[src/rtl/dac_gearbox_8to5.sv]
// 8-sample-beat to 5-sample-word gearbox feeding dac_if_5to2, with priming,
// underflow fill/counting and a ramp test pattern. Single clock: clkout.
module dac_gearbox_8to5 #(
  parameter int             W        = 14,
  parameter logic [W-1:0]   MIDSCALE = 14'h2000
) (
  input  logic                clkout,
  input  logic                reset,
  input  logic                enable,
  input  logic                pattern_en,
  input  logic [7:0][W-1:0]   s_data,
  input  logic                s_valid,
  output logic                s_ready,
  output logic [4:0][W-1:0]   data_out,
  output logic                underflow,
  output logic [15:0]         underflow_count,
  output logic [3:0]          level
);

  localparam int DEPTH = 12;

  logic [W-1:0] sample_buf [DEPTH];
  logic [W-1:0] buf_next   [DEPTH];
  logic         primed;
  logic         pattern_q;
  logic [W-1:0] base;
  logic [W-1:0] base_cur;
  logic         pop;
  logic         push;
  logic [3:0]   wr_ptr;

  // Reset is folded in so no beat is taken while the block is being reset.
  assign s_ready  = !reset && enable && !pattern_en && (level <= 4'd9);
  assign push     = s_valid && s_ready;
  assign pop      = (level >= 4'd5);
  assign wr_ptr   = pop ? level - 4'd5 : level;
  assign base_cur = pattern_q ? base : '0;

  // Pop shifts first, then the beat lands at wr_ptr; offsets outside 0..7
  // wrap to large 4-bit values and are ignored.
  always_comb begin
    for (int i = 0; i < DEPTH; i++) buf_next[i] = sample_buf[i];
    if (pop) begin
      for (int i = 0; i < DEPTH - 5; i++) buf_next[i] = sample_buf[i+5];
    end
    if (push) begin
      for (int i = 0; i < DEPTH; i++) begin
        if ((4'(i) - wr_ptr) < 4'd8) buf_next[i] = s_data[3'(4'(i) - wr_ptr)];
      end
    end
  end

  // NOTE: the sample storage has no reset; level alone defines which entries
  // are valid, so stale contents are never observed.
  always_ff @(posedge clkout) begin
    for (int i = 0; i < DEPTH; i++) sample_buf[i] <= buf_next[i];
  end

  always_ff @(posedge clkout) begin
    if (reset) begin
      level           <= '0;
      data_out        <= {5{MIDSCALE}};
      underflow       <= 1'b0;
      underflow_count <= '0;
      base            <= '0;
      primed          <= 1'b0;
      pattern_q       <= 1'b0;
    end else begin
      underflow <= 1'b0;
      pattern_q <= pattern_en;
      if (pattern_en) begin
        level  <= '0;
        primed <= 1'b0;
        for (int i = 0; i < 5; i++) data_out[i] <= base_cur + W'(i);
        base   <= base_cur + W'(5);
      end else if (!enable) begin
        level    <= '0;
        primed   <= 1'b0;
        data_out <= {5{MIDSCALE}};
      end else begin
        level <= wr_ptr + (push ? 4'd8 : 4'd0);
        if (pop) begin
          for (int i = 0; i < 5; i++) data_out[i] <= sample_buf[i];
          primed <= 1'b1;
        end else begin
          data_out <= {5{MIDSCALE}};
          // Before the first pop after enable the link is still priming.
          if (primed) begin
            underflow <= 1'b1;
            if (underflow_count != 16'hFFFF) underflow_count <= underflow_count + 16'd1;
          end
        end
      end
    end
  end

endmodule
[config.mk]
export PLATFORM = sky130hd
export DESIGN_NAME = dac_gearbox_8to5
export DESIGN_NICKNAME = d
export VERILOG_FILES = /design/src/rtl/dac_gearbox_8to5.sv
export SDC_FILE = /design/constraint.sdc
export NUM_CORES = 1
export LEC_CHECK = 0
export CAP_MARGIN = 20
export CORE_ASPECT_RATIO = 1.4
export CORE_MARGIN = 5
export CORE_UTILIZATION = 45
export CTS_BUF_LIST = sky130_fd_sc_hd__clkbuf_8 sky130_fd_sc_hd__clkbuf_16
export DETAILED_ROUTE_END_ITERATION = 8
export GPL_TIMING_DRIVEN = 0
export PLACE_DENSITY = 0.72
export SYNTH_ARGS = -nofsm -noshare
export SYNTH_HDL_FRONTEND = slang
export SYNTH_SLANG_ARGS = --single-unit
[constraint.sdc]
create_clock -name clkout -period 5.9 [get_ports clkout]
set_input_delay 0.885 -clock clkout [delete_from_list [all_inputs] [get_ports clkout]]
set_output_delay 0.885 -clock clkout [all_outputs]
set_load 0.02 [all_outputs]
==> qor.yml <==
finish:
  regArea_um2: 6210
  utilization_pct: 55.4
  diodes: 0
  synthToLayoutAreaGrowth_pct: 21.9
  fin_cells: 2136
  fillerInstances: 3068
  fin_nets: 1791
  drive_above_1_share_pct: 19.9
  multi_input_area_um2: 9100
  postLayoutCellArea_um2: 19300
synthesis:
  ys.flop_type: "dfxtp_1"
  ys_ff_latch: 275
  ys_seq_area_share_pct: 39.2
  synth_nets: 1553
  synth.area.top_cells: "dfxtp_1 (26%), mux4_2 (20%), edfxtp_1 (13%)"
  syn_avg_cell_area_um2: 11.1
  yosysMostFrequentCell: "nand2_1"
  synth.distinct_cells: 57
  ys_warn_count: 0
  yosysTopAreaCellShare_pct: 25.9
  async_flop_share_pct: 0
  synth_top_area_cell: "dfxtp_1"
  ys_top_cells_by_count: "nand2_1 (284), dfxtp_1 (205), mux2i_1 (142)"
  synth_edf_count: 70
  synthCells: 1424
  synth_area_um2: 15800
place:
  gp_congestion: 0.970
  dpl.cell_count: 2091
  io_buffers: 206
  placed_cell_area_um2: 18500
  place_hpwl_mm: 42.0
timing:
  timing.final.crit_share_pct: 92.7
  relSlewSlack_pct: 33.3
  max_freq_mhz: 183
  tns_ps: 0
  tightest_slew_ps: 1000
  final-hold-violation-count: 0
  finalWorstPathRequiredPeriod_ps: 5470
  slew_violations: 0
  rsz0062_at_grt: "false"
  setup_viol: 0
  clock_skew_ps: 8.95
clock_network:
  cts_hold_buffers: 0
  clockRootBuffer: "clkbuf_16"
  clock_sinks: 275
  post_cts_buffers: 0
  clk_latency_ps: 540
  ctsResizeCount: 0
  clockBufferDepth: 3
  numCtsBuffers: 25
  htreeDepth: 1
  cts_tree: "yes"
  clkSlewWorstSetupHoldPaths_ps: 70
flow_run:
  cap_violations: 0
critical_path:
  start_kind: "flop"
  crit_required_ps: 6310
  endpoint_kind: "flop"
  crit_fanout: 10
  crit_type: "reg2reg"
  worstPathArrival_ps: 5880
floorplanning:
  die-area_um2: 39100
  fp.dieH_um: 232
  num_rows: 81
  core_um2: 34900
  die_w_um: 169
  start_util_pct: 45.4
  io_pins: 209
global_routing:
  overflow: 0
  grt_use_total_pct: 25.8
  grt_pass1_wl_mm: 77.3
  grt_pass1_vias: 12800
  grt_max_degree: 18
  antenna_found_initial: 0
detailed_routing:
  dr.pass1.iters: 5
  via_count: 12600
  finalWirelength_mm: 51.9
  postRouteAntennaNets: 0
  wire_per_inst_um: 24.3
  viasPerCell: 5.88
  drt_iter0_drc: 1107
  drcViolationCount: 0
min_path:
  min-delay-path-class: "reg2reg"
pwr:
  power.density_nw_per_um2: 231
  ir_drop_mv: 0.183
  fin_total_pwr_mw: 4.47
  p_leak_nw: 7.05
outcome:
  outcome: "finished, final reports clean"
## report_power, final
group	switching, mW	internal, mW	total, mW	leakage (nW)
Combinational	0.291	0.350	0.641	4.32
Clock	0.733	0.846	1.58	0.414
Sequential	0.130	2.12	2.25	2.32
Total	1.15	3.31	4.47	7.05
## metrics by stage
step                hold slack [ps]  setup WS (ps)
floorplan                       424           1910
global placement                455            166
detailed placement              462            581
CTS                             475            553
global route                    512            359
finish                          475            433
## final timing paths
| kind | cells past startpoint | from | slack [ps] | end |
|---|---|---|---|---|
| max reg2reg | 15 | level[1] | 430 | sample_buf[1][38] |
| min | 2 | sample_buf[1][10] | 480 | data_out[66] |
| max | 15 | level[1] | 430 | sample_buf[1][38] |
| min reg2reg | 2 | sample_buf[1][10] | 480 | data_out[66] |
## logic make-up after synthesis
| logic type | synth area share (%) |
|---|---|
| AND/OR/NAND/NOR | 11.3 |
| multiplexers | 35.9 |
| flip-flops | 39.2 |
| AO/OA/AOI/OAI | 5.13 |
| buffers and inverters | 3.34 |
| XOR/XNOR | 4.19 |
| adder cells (fa/ha/maj) | 0.948 |
## metal layers
metal  GRT usage, %  routed length (um)  share of wire, %
met1           30.9               19000                37
met2           46.4               26600                51
met3           2.54                3590               6.9
met4           12.7                2730               5.3
met5              0                   0                 0
## state kept, by name, indices dropped and copies added, names as in the netlist
signal and cells:
underflow_count 16, pattern_q 1, base 14, sample_buf 168, data_out 70, underflow 1
primed 1, level 4
## cell usage in the layout, fill, tap and decap left out, types with 26 or more instances in the layout
cell type / synthesis / layout
a21oi_1: 36 / 36
edfxtp_1: 70 / 70
o21ai_0: 47 / 47
xor2_1: 29 / 29
dfxtp_1: 205 / 205
nand2_1: 284 / 284
nor2_1: 74 / 74
mux2i_1: 142 / 142
xnor2_1: 43 / 43
clkbuf_1: 68 / 68
mux4_2: 140 / 140
clkbuf_16: 0 / 26
clkdlybuf4s50_1: 0 / 206
mux2_2: 98 / 98
## cell type report
type	count	share of cell area, %
Multi-Input combinational cell	1030	47.2
Tap cell	456	2.96
Clock inverter	16	0.467
Buffer	106	2.47
Sequential cell	275	32.2
Inverter	13	0.266
Clock buffer	29	3.59
Timing Repair Buffer	211	10.9
## critical path: stages, from the launching register on
cell and delay, ps:
dfxtp_1 400, inv_1 80, ha_1 200, nand2b_2 250, a211oi_1 620, or2_2 240, inv_1 60, clkbuf_1 400
clkbuf_1 400, ha_1 350, xnor2_1 480, buf_4 300, clkbuf_1 710, mux4_2 410, mux2i_1 300, mux2i_1 120
Note: power is estimated with default switching activity, not from simulation.
